===== src/rtl/e203_icb_arbt_n.sv =====
// -----------------------------------------------------------------------------
// e203_icb_arbt_n
//
// N-master to 1-slave ICB arbiter with in-order outstanding tracking.
// Merges N command channels onto one downstream ICB port (fixed priority or
// round robin), records the granted master index of every accepted command
// in an ID FIFO and steers each downstream response back to that master.
//
// Handshake semantics (all channels): a transfer happens in a cycle where
// both valid and ready are high at the rising edge of clk. A valid source
// holds valid and payload stable until the transfer; ready may depend
// combinationally on valid.
//
// Ports
//   clk, rst_n           clock, synchronous active-low reset
//   i_icb_cmd_*          per-master command channels (master k = slice k)
//   i_icb_rsp_*          per-master response channels
//   o_icb_cmd_*          downstream command channel
//   o_icb_rsp_*          downstream response channel
//   outs_cnt             registered count of outstanding commands
//   busy                 outs_cnt != 0
//   rsp_orphan           sticky: a response arrived with nothing outstanding
// -----------------------------------------------------------------------------
module e203_icb_arbt_n #(
  parameter int N          = 4,
  parameter int AW         = 32,
  parameter int DW         = 32,
  parameter int OUTS_DEPTH = 4,
  parameter int ARBT_MODE  = 1,
  localparam int IW        = (N < 2) ? 1 : $clog2(N),
  localparam int CW        = $clog2(OUTS_DEPTH + 1)
) (
  input  logic                clk,
  input  logic                rst_n,

  input  logic [N-1:0]        i_icb_cmd_valid,
  output logic [N-1:0]        i_icb_cmd_ready,
  input  logic [N*AW-1:0]     i_icb_cmd_addr,
  input  logic [N-1:0]        i_icb_cmd_read,
  input  logic [N*DW-1:0]     i_icb_cmd_wdata,
  input  logic [N*DW/8-1:0]   i_icb_cmd_wmask,

  output logic [N-1:0]        i_icb_rsp_valid,
  input  logic [N-1:0]        i_icb_rsp_ready,
  output logic [N-1:0]        i_icb_rsp_err,
  output logic [N*DW-1:0]     i_icb_rsp_rdata,

  output logic                o_icb_cmd_valid,
  input  logic                o_icb_cmd_ready,
  output logic [AW-1:0]       o_icb_cmd_addr,
  output logic                o_icb_cmd_read,
  output logic [DW-1:0]       o_icb_cmd_wdata,
  output logic [DW/8-1:0]     o_icb_cmd_wmask,

  input  logic                o_icb_rsp_valid,
  output logic                o_icb_rsp_ready,
  input  logic                o_icb_rsp_err,
  input  logic [DW-1:0]       o_icb_rsp_rdata,

  output logic [CW-1:0]       outs_cnt,
  output logic                busy,
  output logic                rsp_orphan
);

  localparam int PW  = (OUTS_DEPTH < 2) ? 1 : $clog2(OUTS_DEPTH);
  localparam int CIW = IW + 1;

  logic [IW-1:0] rr_ptr;
  logic [PW-1:0] wr_ptr;
  logic [PW-1:0] rd_ptr;
  logic [IW-1:0] id_fifo [OUTS_DEPTH];

  logic [N-1:0]  grant;
  logic [IW-1:0] grant_idx;
  logic          grant_found;
  logic [CIW-1:0] cand;

  logic          full;
  logic          has_outs;
  logic          cmd_hsk;
  logic          rsp_pop;
  logic [IW-1:0] head;

  // ---------------------------------------------------------------------------
  // Grant: first valid master found scanning from the start point. In round
  // robin mode the scan starts at rr_ptr and wraps; cand is one bit wider than
  // an index so rr_ptr + i never overflows before the wrap subtraction.
  // ---------------------------------------------------------------------------
  always_comb begin
    grant       = '0;
    grant_idx   = '0;
    grant_found = 1'b0;
    cand        = '0;
    for (int i = 0; i < N; i++) begin
      if (ARBT_MODE != 0) begin
        cand = {1'b0, rr_ptr} + CIW'(i);
        if (cand >= CIW'(N)) cand = cand - CIW'(N);
      end else begin
        cand = CIW'(i);
      end
      if (!grant_found && i_icb_cmd_valid[cand[IW-1:0]]) begin
        grant_found            = 1'b1;
        grant[cand[IW-1:0]]    = 1'b1;
        grant_idx              = cand[IW-1:0];
      end
    end
  end

  // One-hot AND-OR payload mux over the granted slice.
  always_comb begin
    o_icb_cmd_addr  = '0;
    o_icb_cmd_read  = 1'b0;
    o_icb_cmd_wdata = '0;
    o_icb_cmd_wmask = '0;
    for (int k = 0; k < N; k++) begin
      if (grant[k]) begin
        o_icb_cmd_addr  = o_icb_cmd_addr  | i_icb_cmd_addr[k*AW +: AW];
        o_icb_cmd_read  = o_icb_cmd_read  | i_icb_cmd_read[k];
        o_icb_cmd_wdata = o_icb_cmd_wdata | i_icb_cmd_wdata[k*DW +: DW];
        o_icb_cmd_wmask = o_icb_cmd_wmask | i_icb_cmd_wmask[k*(DW/8) +: (DW/8)];
      end
    end
  end

  // Full blocks commands on the registered count only: a pop in the same
  // cycle does not free a slot until the next cycle.
  assign full     = (outs_cnt == CW'(OUTS_DEPTH));
  assign has_outs = (outs_cnt != '0);
  assign busy     = has_outs;
  assign head     = id_fifo[rd_ptr];

  assign o_icb_cmd_valid = rst_n & (|i_icb_cmd_valid) & ~full;
  assign i_icb_cmd_ready = rst_n ? (grant & {N{o_icb_cmd_ready & ~full}}) : '0;
  assign cmd_hsk         = o_icb_cmd_valid & o_icb_cmd_ready;

  // ---------------------------------------------------------------------------
  // Response routing. With nothing outstanding the downstream response is
  // sunk (ready = 1) and no master sees it; that is the orphan case.
  // ---------------------------------------------------------------------------
  always_comb begin
    i_icb_rsp_valid = '0;
    if (rst_n && has_outs) i_icb_rsp_valid[head] = o_icb_rsp_valid;
  end

  assign i_icb_rsp_err   = {N{o_icb_rsp_err}};
  assign i_icb_rsp_rdata = {N{o_icb_rsp_rdata}};
  assign o_icb_rsp_ready = rst_n & (has_outs ? i_icb_rsp_ready[head] : 1'b1);
  assign rsp_pop         = has_outs & o_icb_rsp_valid & o_icb_rsp_ready;

  function automatic logic [PW-1:0] ptr_inc(input logic [PW-1:0] p);
    return (p == PW'(OUTS_DEPTH - 1)) ? '0 : p + PW'(1);
  endfunction

  // ID FIFO storage carries no reset; entries are only read while counted.
  always_ff @(posedge clk) begin
    if (rst_n && cmd_hsk) id_fifo[wr_ptr] <= grant_idx;
  end

  always_ff @(posedge clk) begin
    if (!rst_n) begin
      outs_cnt   <= '0;
      wr_ptr     <= '0;
      rd_ptr     <= '0;
      rr_ptr     <= '0;
      rsp_orphan <= 1'b0;
    end else begin
      if (cmd_hsk) begin
        wr_ptr <= ptr_inc(wr_ptr);
        if (ARBT_MODE != 0)
          rr_ptr <= (grant_idx == IW'(N - 1)) ? '0 : grant_idx + IW'(1);
      end
      if (rsp_pop) rd_ptr <= ptr_inc(rd_ptr);
      case ({cmd_hsk, rsp_pop})
        2'b10:   outs_cnt <= outs_cnt + CW'(1);
        2'b01:   outs_cnt <= outs_cnt - CW'(1);
        default: outs_cnt <= outs_cnt;
      endcase
      if (!has_outs && o_icb_rsp_valid) rsp_orphan <= 1'b1;
    end
  end

endmodule


===== config.mk =====
export PLATFORM = sky130hd
export DESIGN_NAME = e203_icb_arbt_n
export DESIGN_NICKNAME = d
export VERILOG_FILES = /design/src/rtl/e203_icb_arbt_n.sv
export SDC_FILE = /design/constraint.sdc
export NUM_CORES = 1
export LEC_CHECK = 0
export BUFFER_PORTS_ARGS = -buffer_cell sky130_fd_sc_hd__buf_2
export CAP_MARGIN = 20
export CORE_AREA = 2 2 210 212
export DETAILED_ROUTE_END_ITERATION = 7
export DIE_AREA = 0 0 212 214
export GPL_TIMING_DRIVEN = 0
export PLACE_DENSITY = 0.38
export SKIP_CTS_REPAIR_TIMING = 1
export SLEW_MARGIN = 20
export SYNTH_ARGS = -nofsm -noshare
export SYNTH_HDL_FRONTEND = slang
export SYNTH_SLANG_ARGS = --single-unit

===== constraint.sdc =====
create_clock -name clk -period 7.2 [get_ports clk]
set_input_delay 1.08 -clock clk [delete_from_list [all_inputs] [get_ports clk]]
set_output_delay 1.08 -clock clk [all_outputs]
set_load 0.02 [all_outputs]

==> flow_metrics.py <==
metrics = {
    "logic_synthesis": {
        "syn-num-nets": 1056,
        "yosysTopAreaCell": "o31ai_1",
        "ys_types": 53,
        "synth_edf_count": 8,
        "synth_common_cells": "209 x o31ai_1, 132 x buf_4, 84 x inv_1",
        "synth_async_sr_flop_share": 0,
        "synth.area.top_cells": "o31ai_1 27%, o2111ai_2 18%, buf_4 17%, inv_1 5.4%, dfxtp_1 4.1%",
        "ys_ff_latch": 20,
        "avgSynthCellArea_um2": 8.09,
        "netlist.area_leader.share": 0.269,
        "yosysSeqAreaShare": 0.0825,
        "ys.flop_type": "dfxtp_1",
        "synth_most_common_cell": "o31ai_1",
        "yosysWarnings": 0,
        "syn_inst": 720,
        "syn-cell-area_um2": 5820,
    },
    "clock_network": {
        "htreeDepth": 1,
        "worstSkewPairLatency_ns": 0.25,
        "clk_path_buf_depth": 2,
        "cts_root_buf": "clkbuf_16",
        "clk_pin_slew_ns": 0.06,
        "cts_tree": "yes",
        "clock_sink_count": 20,
        "cts_buffers": 3,
    },
    "placement": {
        "pre_cts_slack_ns": 2.03,
        "hpwlAfterDp_mm": 28.6,
        "dp_cells": 1809,
        "port_buffers": 503,
        "placed_area_um2": 9100,
        "place_congestion": 0.800,
    },
    "setup_path": {
        "critPathMaxStageDelay_ns": 0.60,
        "worstPathMaxFanout": 10,
        "start_kind": "flop",
        "cp_common_cell": "buf_2",
        "critPathKind": "flop to output pin",
        "setup.worst_path.end_class": "output pin",
        "cp.arrival_ns": 4.26,
        "cp_cell_sequence": "buf_2 > inv_1 > ha_1 > or3b_1 > a2111o_1 > buf_2 > a21boi_2 > clkbuf_1 > o31ai_1 > o2111ai_2 > buf_2",
        "cpMaxStageDelayCell": "a21boi_2",
        "cp.required_ns": 6.12,
    },
    "detailed_routing": {
        "wl_met1_mm": 14.4,
        "ant_nets": 0,
        "top_layer_used": "met5",
        "met3_length_mm": 2.35,
        "dr_total_vias": 7504,
        "route.met2.wl_mm": 17.6,
        "drcViolationCount": 0,
        "first_iter_violations": 300,
        "drt_wl_total_mm": 34.6,
        "wl_per_cell_um": 19.1,
        "via_per_inst": 4.14,
        "dr.pass1.iters": 6,
    },
    "die": {
        "io_pins": 537,
        "die_w_um": 212,
        "start_util": 0.136,
        "die_h_um": 214,
        "core_region_area_um2": 42900,
        "rows": 76,
        "die_area_um2": 45400,
    },
    "timing": {
        "timing.final.crit_share": 0.742,
        "slew_headroom": 0.260,
        "tightest_slew_ns": 1.10,
        "skew_ns": 0.00167,
        "drv_slew": 0,
        "rsz0062_at_grt": "no",
        "fin_tns_setup_ns": 0,
        "hold_viol_final": 0,
        "setup_violations": 0,
        "whs_ns": 0.477,
        "clock.fmax_mhz": 187,
        "period_minus_slack_ns": 5.34,
        "timing.final.ws_setup_ns": 1.86,
    },
    "finish": {
        "fin_cells": 1814,
        "layout.nets": 1565,
        "syn_to_final_growth_pct": 58.1,
        "multi_input_area_um2": 3650,
        "seqCellArea_um2": 480,
        "fin_area_um2": 9210,
        "drive_gt1_frac": 0.624,
        "fillCellCount": 4879,
    },
    "power_and_ir_drop": {
        "p_per_area_nw_per_um2": 133,
        "ir_drop_v": 0.0000818,
        "leakagePower_nw": 5.03,
    },
    "global_routing": {
        "antenna_found_initial": 6,
        "grt_pass1_wl_mm": 49.4,
        "grt_overflow": 0,
        "grt_start_max_net_pins": 13,
        "gr-usage-all-layers": 0.142,
        "grt_pass1_vias": 7624,
    },
    "run_status": {
        "run_status": "complete, no violations",
    },
    "min_path": {
        "worst_hold_path_type": "flop to flop",
    },
    "flow_run": {
        "maxCapViolCount": 0,
    },
}
==> worst max-delay path: cells and delay by family, from the launching register on <==
| family | cells | cell delay, ns |
|---|---|---|
| AO/OA/AOI/OAI | 4 | 1.36 |
| buffers and inverters | 5 | 1.33 |
| flip-flops | 1 | 0.53 |
| AND/OR/NAND/NOR | 1 | 0.39 |
| adder cells (fa/ha/maj) | 1 | 0.37 |
==> through the flow <==
step	total power, mW	util
final	1.22	0.215
after global placement	1.08	0.212
after CTS	1.24	0.215
after detailed placement	1.08	0.212
after global routing	1.30	0.215
after floorplan	0.736	-
==> cells by family (layout without fill, tap and decap cells) <==
logic type | after synthesis | in the layout | share of synthesized area
flip-flops | 20 | 20 | 0.0825
AND/OR/NAND/NOR | 61 | 61 | 0.0580
buffers and inverters | 299 | 807 | 0.295
AO/OA/AOI/OAI | 311 | 311 | 0.496
multiplexers | 12 | 12 | 0.0318
other | 0 | 1 | 0
XOR/XNOR | 2 | 2 | 0.00301
adder cells (fa/ha/maj) | 15 | 15 | 0.0335
==> cell type report <==
type                    count  area share
multi-input cells         401       0.396
repair buffers            504       0.274
plain buffers             214       0.152
well taps                 585      0.0795
flip-flops and latches     20      0.0522
inverters                  85      0.0346
clock buffers               3     0.00815
clock inverters             1     0.00326
diodes                      1    0.000272
==> layout by cell type, fill, tap and decap left out, types with 2 or more instances in the layout <==
master     synthesis  layout
nand3_1            5       5
a31oi_1            2       2
nand4_1            2       2
mux2_2             2       2
buf_6              8       8
o2111ai_2         69      69
a21o_1             2       2
and3_1             2       2
nor2_1            16      16
a21oi_1            6       6
a21boi_2           2       3
clkbuf_1          41      41
buf_2             33     536
mux2i_1            5       5
mux4_2             5       5
nand2b_1           2       2
clkbuf_16          0       3
buf_4            132     133
and2_1             6       6
o31ai_1          209     209
nand2_1            9       9
edfxtp_1           8       8
o21ai_0            5       5
nor3b_1            2       2
a211oi_1           2       2
inv_1             84      84
dfxtp_1           12      12
ha_1              14      14
a22o_1             2       2
nor3_1             6       6
nand3b_1           3       3
xor2_1             2       2
==> metal layers <==
metal	up-vias	track usage
met1	3544	0.176
met5	-	0
met4	6	0.0115
li1	3653	-
met3	20	0.0277
met2	281	0.262
==> power breakdown <==
part | switching, mW | internal, mW
Clock | 0.0437 | 0.110
Sequential | 0.00638 | 0.125
Combinational | 0.561 | 0.377
==> path summary, 6_finish.rpt <==
check	slack, ns	start	depth (start not counted)	to
setup / recovery	1.86	flop	11	o_icb_cmd_addr[29]
hold / removal	0.48	rsp_orphan	2	rsp_orphan
setup reg to reg	3.96	outs_cnt[2]	11	outs_cnt[2]
hold reg to reg	0.48	rsp_orphan	2	rsp_orphan
Power figures use the tool's default switching activity.
